**config.mk**
```make
export PLATFORM = sky130hd
export DESIGN_NAME = mem_stage
export DESIGN_NICKNAME = d
export VERILOG_FILES = /design/src/rtl/mem_stage_pkg.sv /design/src/rtl/mem_stage_byte_lane_unit.sv /design/src/rtl/mem_stage.sv
export SDC_FILE = /design/constraint.sdc
export NUM_CORES = 1
export LEC_CHECK = 0
export ABC_AREA = 1
export CORE_ASPECT_RATIO = 2
export CORE_UTILIZATION = 50
export DETAILED_ROUTE_END_ITERATION = 8
export GPL_TIMING_DRIVEN = 0
export PLACE_DENSITY = 0.87
export SYNTH_ARGS = -nofsm -noshare
export SYNTH_HDL_FRONTEND = slang
export SYNTH_SLANG_ARGS = --single-unit
export TNS_END_PERCENT = 30
```
**constraint.sdc**
```tcl
create_clock -name clk -period 4.46 [get_ports clk]
set_input_delay 0.892 -clock clk [delete_from_list [all_inputs] [get_ports clk]]
set_output_delay 0.892 -clock clk [all_outputs]
set_load 0.03 [all_outputs]
```
**src/rtl/mem_stage_pkg.sv**
```systemverilog
// Shared definitions for the memory stage: op encoding, byte-lane constants.
// Latency: n/a (types, constants and pure helper functions only).
// Backpressure: n/a.
package mem_stage_pkg;

  typedef enum logic [2:0] {
    MEM_NONE = 3'd0,
    MEM_LW   = 3'd1,
    MEM_LBU  = 3'd2,
    MEM_SW   = 3'd3,
    MEM_SB   = 3'd4
  } mem_op_e;

  localparam int          LANES              = 4;
  localparam int          BYTE_W             = 8;
  localparam logic [3:0]  MASK_NONE          = 4'b0000;
  localparam logic [3:0]  MASK_WORD          = 4'b1111;
  localparam logic [3:0]  MASK_LANE0         = 4'b0001;
  localparam int          TIMEOUT_CYCLES_DEF = 256;

  // True for ops that go out to data memory.
  function automatic logic is_mem(input mem_op_e op);
    return (op == MEM_LW) || (op == MEM_LBU) || (op == MEM_SW) || (op == MEM_SB);
  endfunction

  // True for ops that write memory.
  function automatic logic is_store(input mem_op_e op);
    return (op == MEM_SW) || (op == MEM_SB);
  endfunction

  // True for full-word accesses, which must be 4-byte aligned.
  function automatic logic is_word(input mem_op_e op);
    return (op == MEM_LW) || (op == MEM_SW);
  endfunction

endpackage

```
**src/rtl/mem_stage_byte_lane_unit.sv**
```systemverilog
// Byte-lane steering: store mask/data generation and load byte extraction.
// Latency: purely combinational.
// Backpressure: none; follows its inputs.
module byte_lane_unit
  import mem_stage_pkg::*;
(
  input  logic [2:0]  op_i,
  input  logic [1:0]  off_i,
  input  logic [31:0] sdata_i,
  input  logic [31:0] rsp_i,
  output logic [3:0]  wmask_o,
  output logic [31:0] wdata_o,
  output logic [31:0] rdata_o
);

  mem_op_e     op;
  logic [7:0]  rsp_byte;

  assign op = mem_op_e'(op_i);

  // Select the addressed byte of the response word; lane 0 is bits [7:0].
  always_comb begin
    rsp_byte = rsp_i[7:0];
    case (off_i)
      2'd1:    rsp_byte = rsp_i[15:8];
      2'd2:    rsp_byte = rsp_i[23:16];
      2'd3:    rsp_byte = rsp_i[31:24];
      default: rsp_byte = rsp_i[7:0];
    endcase
  end

  // Build write mask/data for stores and the writeback value for loads.
  always_comb begin
    wmask_o = MASK_NONE;
    wdata_o = '0;
    rdata_o = rsp_i;
    case (op)
      MEM_SW: begin
        wmask_o = MASK_WORD;
        wdata_o = sdata_i;
      end
      MEM_SB: begin
        wmask_o = MASK_LANE0 << off_i;
        wdata_o = {LANES{sdata_i[BYTE_W-1:0]}};
      end
      MEM_LBU: rdata_o = {24'b0, rsp_byte};
      default: ;
    endcase
  end

endmodule

```
**src/rtl/mem_stage.sv**
```systemverilog
// Memory stage: registers ALU results, runs LW/LBU/SW/SB through dmem, one writeback beat each.
// Latency: ALU op 1 cycle; store 2 + req stall; load 2 + req stall + rsp delay + 1.
// Backpressure: ex_ready_o low outside IDLE; request held stable until dmem_req_ready_i.
module mem_stage
  import mem_stage_pkg::*;
#(
  parameter int TIMEOUT_CYCLES = TIMEOUT_CYCLES_DEF,
  parameter int DATA_W         = 32
) (
  input  logic              clk,
  input  logic              n_reset,
  input  logic              ex_valid_i,
  output logic              ex_ready_o,
  input  logic [DATA_W-1:0] ex_result_i,
  input  logic [DATA_W-1:0] ex_store_data_i,
  input  logic [2:0]        ex_mem_op_i,
  input  logic [4:0]        ex_rd_addr_i,
  input  logic              ex_wen_i,
  output logic              dmem_req_v_o,
  input  logic              dmem_req_ready_i,
  output logic [DATA_W-1:0] dmem_addr_o,
  output logic              dmem_we_o,
  output logic [3:0]        dmem_wmask_o,
  output logic [DATA_W-1:0] dmem_wdata_o,
  input  logic              dmem_rsp_v_i,
  input  logic [DATA_W-1:0] dmem_rsp_data_i,
  output logic              wb_valid_o,
  output logic              wb_wen_o,
  output logic [4:0]        wb_rd_addr_o,
  output logic [DATA_W-1:0] wb_data_o,
  output logic              misalign_o,
  output logic              timeout_o
);

  localparam int CNT_W = (TIMEOUT_CYCLES > 1) ? $clog2(TIMEOUT_CYCLES) : 1;
  localparam logic [CNT_W-1:0] CNT_LAST = CNT_W'(TIMEOUT_CYCLES - 1);

  localparam logic [1:0] ST_IDLE = 2'd0;
  localparam logic [1:0] ST_REQ  = 2'd1;
  localparam logic [1:0] ST_WAIT = 2'd2;

  logic [1:0]        state_q, state_d;
  logic [DATA_W-1:0] addr_q, addr_d;
  logic [DATA_W-1:0] sdata_q, sdata_d;
  mem_op_e           op_q, op_d;
  logic [4:0]        rd_q, rd_d;
  logic              wen_q, wen_d;
  logic [CNT_W-1:0]  cnt_q, cnt_d;
  logic              wb_valid_q, wb_valid_d;
  logic              wb_wen_q, wb_wen_d;
  logic [4:0]        wb_rd_q, wb_rd_d;
  logic [DATA_W-1:0] wb_data_q, wb_data_d;
  logic              misalign_q, misalign_d;
  logic              timeout_q, timeout_d;

  mem_op_e           ex_op;
  logic              accept;
  logic              req_act;
  logic [3:0]        lane_wmask;
  logic [DATA_W-1:0] lane_wdata;
  logic [DATA_W-1:0] lane_rdata;

  assign ex_op      = mem_op_e'(ex_mem_op_i);
  assign ex_ready_o = (state_q == ST_IDLE);
  assign accept     = ex_valid_i & ex_ready_o;
  assign req_act    = (state_q == ST_REQ);

  byte_lane_unit u_lanes (
    .op_i    (op_q),
    .off_i   (addr_q[1:0]),
    .sdata_i (sdata_q),
    .rsp_i   (dmem_rsp_data_i),
    .wmask_o (lane_wmask),
    .wdata_o (lane_wdata),
    .rdata_o (lane_rdata)
  );

  // Request fields come straight from the latched instruction, so they stay stable through a stall.
  assign dmem_req_v_o = req_act;
  assign dmem_addr_o  = req_act ? {addr_q[DATA_W-1:2], 2'b00} : '0;
  assign dmem_we_o    = req_act & is_store(op_q);
  assign dmem_wmask_o = req_act ? lane_wmask : MASK_NONE;
  assign dmem_wdata_o = req_act ? lane_wdata : '0;

  assign wb_valid_o   = wb_valid_q;
  assign wb_wen_o     = wb_wen_q;
  assign wb_rd_addr_o = wb_rd_q;
  assign wb_data_o    = wb_data_q;
  assign misalign_o   = misalign_q;
  assign timeout_o    = timeout_q;

  // FSM next state, instruction latch, timeout counter and single-cycle output pulses.
  always_comb begin
    state_d    = state_q;
    addr_d     = addr_q;
    sdata_d    = sdata_q;
    op_d       = op_q;
    rd_d       = rd_q;
    wen_d      = wen_q;
    cnt_d      = cnt_q;
    wb_valid_d = 1'b0;
    wb_wen_d   = 1'b0;
    wb_rd_d    = wb_rd_q;
    wb_data_d  = wb_data_q;
    misalign_d = 1'b0;
    timeout_d  = 1'b0;
    case (state_q)
      ST_IDLE: begin
        if (accept) begin
          if (!is_mem(ex_op)) begin
            wb_valid_d = 1'b1;
            wb_wen_d   = ex_wen_i;
            wb_rd_d    = ex_rd_addr_i;
            wb_data_d  = ex_result_i;
          end else if (is_word(ex_op) && (ex_result_i[1:0] != 2'b00)) begin
            misalign_d = 1'b1;
          end else begin
            addr_d  = ex_result_i;
            sdata_d = ex_store_data_i;
            op_d    = ex_op;
            rd_d    = ex_rd_addr_i;
            wen_d   = ex_wen_i;
            state_d = ST_REQ;
          end
        end
      end
      ST_REQ: begin
        if (dmem_req_ready_i) begin
          if (is_store(op_q)) begin
            wb_valid_d = 1'b1;
            wb_rd_d    = rd_q;
            state_d    = ST_IDLE;
          end else begin
            cnt_d   = '0;
            state_d = ST_WAIT;
          end
        end
      end
      ST_WAIT: begin
        // A response in the last counted cycle still wins over the timeout.
        if (dmem_rsp_v_i) begin
          wb_valid_d = 1'b1;
          wb_wen_d   = wen_q;
          wb_rd_d    = rd_q;
          wb_data_d  = lane_rdata;
          state_d    = ST_IDLE;
        end else if (cnt_q == CNT_LAST) begin
          timeout_d = 1'b1;
          state_d   = ST_IDLE;
        end else begin
          cnt_d = cnt_q + CNT_W'(1);
        end
      end
      default: state_d = ST_IDLE;
    endcase
  end

  // State and output registers; reset drops any outstanding access and pending beat.
  always_ff @(posedge clk or negedge n_reset) begin
    if (!n_reset) begin
      state_q    <= ST_IDLE;
      addr_q     <= '0;
      sdata_q    <= '0;
      op_q       <= MEM_NONE;
      rd_q       <= '0;
      wen_q      <= 1'b0;
      cnt_q      <= '0;
      wb_valid_q <= 1'b0;
      wb_wen_q   <= 1'b0;
      wb_rd_q    <= '0;
      wb_data_q  <= '0;
      misalign_q <= 1'b0;
      timeout_q  <= 1'b0;
    end else begin
      state_q    <= state_d;
      addr_q     <= addr_d;
      sdata_q    <= sdata_d;
      op_q       <= op_d;
      rd_q       <= rd_d;
      wen_q      <= wen_d;
      cnt_q      <= cnt_d;
      wb_valid_q <= wb_valid_d;
      wb_wen_q   <= wb_wen_d;
      wb_rd_q    <= wb_rd_d;
      wb_data_q  <= wb_data_d;
      misalign_q <= misalign_d;
      timeout_q  <= timeout_d;
    end
  end

endmodule

```
After elaboration in Yosys (flattened, before gate mapping)
Cells that the tools add are included.

Add/sub/neg operators: 1. Shift-type cells: 1. Reductions and logical operators: 16. Eq/ne operators: 24. Multiplexer cells: 47. Bitwise operators: 3.

Operator list (count): 2-to-1 mux 32 bit (6); case mux 32 bit (2 select lines) (2); 2-to-1 mux 8 bit (4); 2-to-1 mux 5 bit (5); case mux 8 bit (3 select lines) (1); case mux 8 bit (2 select lines) (1); 2-to-1 mux 1 bit (15); case mux 5 bit (3 select lines) (1); 2-to-1 mux 2 bit (7); != test 2 bit, second input constant (7); equality test 3 x 2 -> 1 bit, second input constant (4); AND reduction 5 bit (2); adder 8 x 1 -> 8 bit, second input constant (1); equality test 8 bit, second input constant (1); case mux 4 bit (2 select lines) (1); AND reduction 4 bit (2); equality test 2 bit, second input constant (3); equality test 3 bit, second input constant (2); != test 2 x 1 -> 1 bit, second input constant (3); case mux 2 bit (3 select lines) (1); AND reduction 6 bit (1); nonzero test 2 bit (3); logical OR 1 bit (5); equality test 2 x 1 -> 1 bit, second input constant (2); other kinds (11) (12).

Flip-flop bits (word level): 124. Logic and storage cells: 105. Output and inout port bits: 112. Bits of input ports: 110.

Depth between registers and ports, before layout
Gate-level depths: netlist (run 1).

Depth after elaboration: 7. Mapped depth: 12. Gate-level depth less buffers: 10.

By module
From an unflattened synthesis (run 1), not the netlist that was laid out.

Cell total of the unflattened synthesis: 1008. Area total of the unflattened synthesis: 7467.2 sq um.

Modules (own cells, without submodules): mem_stage (sequential area each 3103.0 sq um, times used 1, area each 6552.5 sq um, cells an instance 799); byte_lane_unit (sequential area each 0.0 sq um, times used 1, area each 914.6 sq um, cells an instance 209).

Worst setup path before layout (run 1)
No wires, ideal clock.

Path kind: reg2out. Start point: register state_q[1]. End point: output port dmem_wdata_o[11]. Slack: 1804 ps. Arrival time: 1764 ps. Required time: 3568 ps. Buffers on the path: 2. Cell stages (with the launch flop): 7. Cell sequence: dfrtp_1 -> inv_1 -> ha_1 -> buf_4 -> inv_4 -> clkbuf_1 -> a21oi_1.

Word-level cells in the longest chain between the ends: 2.

RTL lines: from (decl) (line mem_stage.sv:42) `logic [1:0] state_q, state_d;`; from (signal assigned) (line mem_stage.sv:175) `state_q <= state_d;`; equality test 2 x 1 -> 1 bit (line mem_stage.sv:66) `assign req_act = (state_q == ST_REQ);`; net dmem_req_v_o (line mem_stage.sv:19) `output logic dmem_req_v_o,`; 2-to-1 mux 32 bit (line mem_stage.sv:83) `assign dmem_wdata_o = req_act ? lane_wdata : '0;`; to (decl) (line mem_stage.sv:24) `output logic [DATA_W-1:0] dmem_wdata_o,`.

The timed path passes the listed nets, and every way through them passes these cells.

Worst setup path after layout (run 1)
Start point: register state_q[1]. End point: output port dmem_addr_o[2].

Word-level cells in the longest chain between the ends: 2.

RTL lines: equality test 2 x 1 -> 1 bit (line mem_stage.sv:66); 2-to-1 mux 32 bit (line mem_stage.sv:80) `assign dmem_addr_o = req_act ? {addr_q[DATA_W-1:2], 2'b00} : '0;`; to (decl) (line mem_stage.sv:21) `output logic [DATA_W-1:0] dmem_addr_o,`.

No other way between the ends.

==> results.sh, run 1 <==
export IMPL_htreeDepth=4
export IMPL_final_common_cell="nand2_1"
export IMPL_clockBufferDepth=2
export IMPL_n_fill_cell=925
export IMPL_r2r_slack_ns=2.16
export IMPL_synth_edf_count=0
export IMPL_cts_root_buf="clkbuf_16"
export IMPL_worstRegToRegCells=7
export IMPL_start_util_pct=51.39
export IMPL_finalNetCount=1240
export IMPL_endpoint="dmem_addr_o[2]"
export IMPL_swShare_pct=44.09
export IMPL_io_pins=222
export IMPL_synth_top_area_share_pct=48.10
export IMPL_place_ws_ns=1.343
export IMPL_end_kind="output port"
export IMPL_overflow=0
export IMPL_cp_required_ns=3.57
export IMPL_dp_hpwl_um=17240
export IMPL_post_cts_resize_count=0
export IMPL_io_buffers=219
export IMPL_rsz0062_at_grt="no"
export IMPL_syn_inst=884
export IMPL_max_slew_margin_pct=62.32
export IMPL_drt_initial_drc_count=575
export IMPL_crit_arrival_ns=2.69
export IMPL_peakVddDrop_mv=0.5587
export IMPL_antenna_found_initial=1
export IMPL_clockPowerShare_pct=21.6
export IMPL_cts_buffers=17
export IMPL_startpoint_type="register"
export IMPL_synth_distinct_cells=27
export IMPL_rows=58
export IMPL_fmax_ghz=0.2793
export IMPL_internal_power_w=0.003884
export IMPL_fin_area_um2=9502
export IMPL_crit_start="state_q[1]"
export IMPL_synthFlopType="dfrtp_1"
export IMPL_drive_gt1_share_pct=6.508
export IMPL_fp_dieW_um=82.32
export IMPL_p_sw_w=0.003063
export IMPL_vias_per_cell=5.371
export IMPL_ff_latch_area_um2=3103
export IMPL_finalCritPeriodShare_pct=80.28
export IMPL_worst_r2r_endpoint="wb_data_o[28]"
export IMPL_gp_congestion=0.9667
export IMPL_path_max_fanout=10
export IMPL_skew_ns=0.009913
export IMPL_place_area_um2=8864
export IMPL_multi_input_area_um2=2597
export IMPL_maxCapViolCount=0
export IMPL_antenna_left=0
export IMPL_routed_wl_um=22700
export IMPL_p_seq_share_pct=27.7
export IMPL_synth_area_top_cells="dfrtp_1 48%, nand2_1 14%, inv_1 7.4%"
export IMPL_worst_slew_pin_slew_ns=0.5651
export IMPL_status="finished, final reports clean"
export IMPL_die_area_um2=13390
export IMPL_final_min_clock_period_ns=3.580
export IMPL_path_clk_slew_ns=0.06
export IMPL_cts_tree="yes"
export IMPL_vias=6918
export IMPL_drtPass1Iterations=5
export IMPL_grt_util_all_layers_pct=35.88
export IMPL_area_growth_pct=47.28
export IMPL_crit_type="reg -> out"
export IMPL_comb_power_share_pct=50.8
export IMPL_post_drt_wl_per_cell_um=17.62
export IMPL_async_reset_ff_share_pct=100.0
export IMPL_clk_latency_ns=0.42
export IMPL_coreArea_um2=12550
export IMPL_synth_top_cell_by_area="dfrtp_1"
export IMPL_synth_warnings=0
export IMPL_hold_slack_ns=0.3760
export IMPL_synth_yosys_seq_area_share_pct=48.10
export IMPL_finalSetupViolCount=0
export IMPL_layout_common_cells="236 x nand2_1, 218 x clkdlybuf4s50_1, 127 x inv_1"
export IMPL_syn_area_per_cell_um2=7.298
export IMPL_powerDensity_nw_per_um2=731.1
export IMPL_r2r_start="state_q[0]"
export IMPL_finalMaxSlewViolations=0
export IMPL_hold_path_class="in -> async"
export IMPL_first_global_vias=6838
export IMPL_postCtsSetupRepairBufs=0
export IMPL_grt_max_degree=83
export IMPL_finalHoldViolCount=0
export IMPL_p_leak_nw=4.749
export IMPL_fin_tns_setup_ns=0
export IMPL_syn_area_um2=6451
export IMPL_drc=0
export IMPL_die_height_um=162.6
export IMPL_synth_seq_cells=124
export IMPL_setup_ws_ns=0.8796
export IMPL_cts_num_sinks=124
export IMPL_cts_hold_buf=0
export IMPL_grt_pass1_wl_um=34530
final cells by class:
type | instances | share of cell area (%)
sequential | 124 | 32.66
multi-input combinational | 579 | 27.34
timing repair buffer | 220 | 23.37
inverter | 131 | 5.201
clock buffer | 21 | 4.951
buffer | 51 | 2.739
tap | 150 | 1.975
clock inverter | 11 | 1.738
antenna | 1 | 0.02634
worst min-delay path by stage:
stage | end | slack (ns)
after floorplan | addr_q[10] | 0.45
after global placement | sdata_q[21] | 0.47
after detailed placement | wb_rd_addr_o[4] | 0.47
after CTS | cnt_q[1] | 0.39
after global routing | cnt_q[1] | 0.40
final | cnt_q[1] | 0.38
kinds of logic (layout without fill, tap and decap cells):
logic type      count (synthesis)  after routing  share of synthesized area [%]
simple gates                  395            395                          24.83
other cells                     1              3                        0.05813
compound gates                176            176                          14.16
flops                         124            124                          48.10
fa+ha+maj                       6              6                          1.164
buf+inv                       182            434                          11.70
sequential cells by signal, indices dropped and copies added (netlist names):
signal	cells
wb_wen_o	1
state_q	2
timeout_o	1
wb_valid_o	1
cnt_q	8
sdata_q	32
wb_data_o	32
addr_q	32
wen_q	1
op_q	3
rd_q	5
misalign_o	1
wb_rd_addr_o	5
stage by stage:
stage               util [%]  power [W]  instances
floorplan                  -   0.004019        885
global placement       70.37   0.005311       1254
detailed placement     70.60   0.005404       1255
CTS                    75.66   0.006921       1287
global route           75.68   0.007343       1288
finish                 75.68   0.006947       1288
synth_stat cells (all sizes together), types with 4 or more instances:
| library cell | number |
|---|---|
| inv | 130 |
| nand2 | 239 |
| nor2 | 89 |
| buf | 32 |
| dfrtp | 124 |
| nand3 | 57 |
| clkbuf | 19 |
| nand3b | 4 |
| o21ai | 102 |
| a31oi | 24 |
| ha | 6 |
| a21oi | 49 |
power groups by stage:
| stage | clock, W | combinational, W | sequential (W) |
|---|---|---|---|
| after CTS | 0.00150 | 0.00351 | 0.00191 |
| after detailed placement | 0 | 0.00348 | 0.00192 |
| final | 0.00150 | 0.00353 | 0.00192 |
| after global placement | 0 | 0.00341 | 0.00190 |
| after floorplan | 0 | 0.00184 | 0.00218 |
| after global routing | 0.00155 | 0.00383 | 0.00197 |
worst max-delay path: stages, from the launching register on:
cell and delay, ns:
dfrtp_1 0.41, inv_1 0.11, ha_1 0.18, buf_4 0.17, clkbuf_1 0.44, nand2_1 0.12, inv_1 0.09, clkdlybuf4s50_1 0.75
metal layers:
layer,vias up,GRT usage [%],share of wire (%)
met5,-,0,0
met4,0,27.83,8.5
met3,111,7.955,6.9
met2,358,60.37,51
met1,3203,37.13,33
li1,3246,-,-
(Power assumes the default switching activity.)
==> inputs of run 2 (changes only) <==
--- a/config.mk
+++ b/config.mk
@@ -7,10 +7,10 @@
 export LEC_CHECK = 0
 export ABC_AREA = 1
 export CORE_ASPECT_RATIO = 2
-export CORE_UTILIZATION = 50
+export CORE_UTILIZATION = 46
 export DETAILED_ROUTE_END_ITERATION = 8
 export GPL_TIMING_DRIVEN = 0
-export PLACE_DENSITY = 0.87
+export PLACE_DENSITY = 0.81
 export SYNTH_ARGS = -nofsm -noshare
 export SYNTH_HDL_FRONTEND = slang
 export SYNTH_SLANG_ARGS = --single-unit
==> constraint.sdc (replaced) <==
create_clock -name clk -period 3.6 [get_ports clk]
set_input_delay 0.72 -clock clk [delete_from_list [all_inputs] [get_ports clk]]
set_output_delay 0.72 -clock clk [all_outputs]
set_load 0.03 [all_outputs]
==> run 2 against run 1 <==
  * Sequential share of layout area down 0.094 points
  * Clock skew is 0.0027 ns lower
  * Non-clock buffer count stayed put
  * Power is 22% higher
  * Core utilization down 5.6 points
  * Die area increased by 8.5%
  * Register-to-register slack got worse by 0.67 ns
  * Cell count is 2.7% higher
  * Largest power group unchanged
==> results.sh, run 2 (synthesis results as in run 1) <==
export IMPL_finalSetupViolCount=0
export IMPL_finalCritPeriodShare_pct=96.52
export IMPL_die_area_um2=14530
export IMPL_place_area_um2=8909
export IMPL_grt_util_all_layers_pct=31.30
export IMPL_hold_slack_ns=0.1890
export IMPL_vias=6735
export IMPL_post_cts_resize_count=0
export IMPL_crit_path_max_incr_delay_ns=0.74
export IMPL_gp_congestion=0.9513
export IMPL_crit_path_cell_trace="inv_1 -> ha_1 -> buf_4 -> nand2_1 -> clkbuf_1 -> nor2_1 -> clkdlybuf4s50_1"
export IMPL_finalPower_w=0.008484
export IMPL_drtPass1Iterations=5
export IMPL_critPathBufInv=4
export IMPL_fp_dieW_um=85.74
export IMPL_grt_pass1_wl_um=34040
export IMPL_layout_common_cells="236 x nand2_1, 218 x clkdlybuf4s50_1, 127 x inv_1"
export IMPL_cp_required_ns=2.88
export IMPL_swShare_pct=44.35
export IMPL_io_buffers=219
export IMPL_drt_initial_drc_count=437
export IMPL_cts_buffers=17
export IMPL_fmax_ghz=0.2878
export IMPL_finalNetCount=1240
export IMPL_startpoint_type="register"
export IMPL_cts_tree="yes"
export IMPL_path_clk_slew_ns=0.06
export IMPL_crit_slowest_cell="clkdlybuf4s50_1"
export IMPL_post_drt_wl_per_cell_um=16.69
export IMPL_n_fill_cell=1140
export IMPL_rows=60
export IMPL_diodes=0
export IMPL_drive_gt1_share_pct=6.596
export IMPL_crit_arrival_ns=2.75
export IMPL_hold_path_class="in -> async"
export IMPL_cts_hold_buf=0
export IMPL_powerDensity_nw_per_um2=890.3
export IMPL_comb_power_share_pct=50.7
export IMPL_path_max_fanout=10
export IMPL_crit_type="reg -> out"
export IMPL_skew_ns=0.007257
export IMPL_antenna_found_initial=0
export IMPL_routed_wl_um=22090
export IMPL_fin_area_um2=9529
export IMPL_final_min_clock_period_ns=3.475
export IMPL_antenna_left=0
export IMPL_final_common_cell="nand2_1"
export IMPL_postCtsSetupRepairBufs=0
export IMPL_status="finished, final reports clean"
export IMPL_clockPowerShare_pct=21.4
export IMPL_grt_max_degree=93
export IMPL_htreeDepth=4
export IMPL_io_pins=222
export IMPL_finalHoldViolCount=0
export IMPL_clockBufferDepth=2
export IMPL_cp_top_family="buffers and inverters"
export IMPL_end_kind="output port"
export IMPL_clk_latency_ns=0.42
export IMPL_internal_power_w=0.004722
export IMPL_finalMaxSlewViolations=0
export IMPL_worst_slew_pin_slew_ns=0.5471
export IMPL_first_global_vias=6868
export IMPL_start_util_pct=47.48
export IMPL_coreArea_um2=13590
export IMPL_p_leak_nw=4.739
export IMPL_cts_num_sinks=124
export IMPL_peakVddDrop_mv=0.5739
export IMPL_vias_per_cell=5.091
export IMPL_area_growth_pct=47.71
export IMPL_die_height_um=169.5
export IMPL_p_seq_share_pct=27.9
export IMPL_rsz0062_at_grt="no"
export IMPL_multi_input_area_um2=2597
export IMPL_max_slew_margin_pct=63.53
export IMPL_cts_root_buf="clkbuf_16"
export IMPL_p_sw_w=0.003762
export IMPL_overflow=0
export IMPL_drc=0
export IMPL_ff_latch_area_um2=3103
export IMPL_maxCapViolCount=0
export IMPL_dp_hpwl_um=17320
-- run 2: cell types whose count changed in the layout (fill, tap and decap cells not counted), sizes merged --
cell,before,now
bufinv,4,3
clkbuf,40,37
clkinv,7,5
diode,1,0
inv,130,136
-- run 2: metal layers --
layer	vias to the layer above	routed length, µm	global-route usage (%)
met2	293	11930	57.39
met5	-	0	0
met3	93	1077	5.058
li1	3250	-	-
met4	0	1568	21.88
met1	3099	7513	31.46
-- run 2: worst paths after layout --
path	start	to	slack, ns	depth (start not counted)
setup / recovery	state_q[1]	dmem_wmask_o[2]	0.13	7
hold / removal	n_reset	wb_data_o[6]	0.19	1
setup reg to reg	state_q[0]	wb_data_o[30]	1.49	7
hold reg to reg	wb_rd_addr_o[2]	wb_rd_addr_o[2]	0.48	2
max in group asynchronous	n_reset	cnt_q[6]	2.64	2
min in group clk	wb_rd_addr_o[2]	wb_rd_addr_o[2]	0.48	2
-- run 2: power groups by stage --
| stage | sequential [W] | combinational (W) | clock (W) |
|---|---|---|---|
| after floorplan | 0.00270 | 0.00227 | 0 |
| after global placement | 0.00235 | 0.00424 | 0 |
| after detailed placement | 0.00237 | 0.00430 | 0 |
| after CTS | 0.00236 | 0.00432 | 0.00182 |
| after global routing | 0.00243 | 0.00468 | 0.00189 |
| final | 0.00237 | 0.00430 | 0.00182 |
-- run 2: area by class of cell --
type	count	area share (%)
sequential	124	32.56
multi-input combinational	579	27.26
timing repair buffer	220	23.31
inverter	131	5.186
clock buffer	18	4.609
buffer	51	2.731
tap	186	2.442
clock inverter	14	1.904
-- run 2: worst register-to-register path: cells and delay by family (launching register included) --
family,cells,cell delay (ns)
flops,1,0.41
fa+ha+maj,1,0.30
compound gates,2,0.40
buf+inv,3,0.75
simple gates,1,0.12
-- run 2: stage by stage --
| stage | setup TNS [ns] | utilization [%] | worst slack, ns | instances |
|---|---|---|---|---|
| CTS | 0 | 70.13 | 0.1466 | 1323 |
| floorplan | 0 | - | 1.116 | 885 |
| global route | 0 | 70.13 | 0.04930 | 1323 |
| finish | 0 | 70.13 | 0.1253 | 1323 |
| global placement | -367.04 | 65.35 | -2.977 | 1290 |
| detailed placement | 0 | 65.56 | 0.5992 | 1291 |
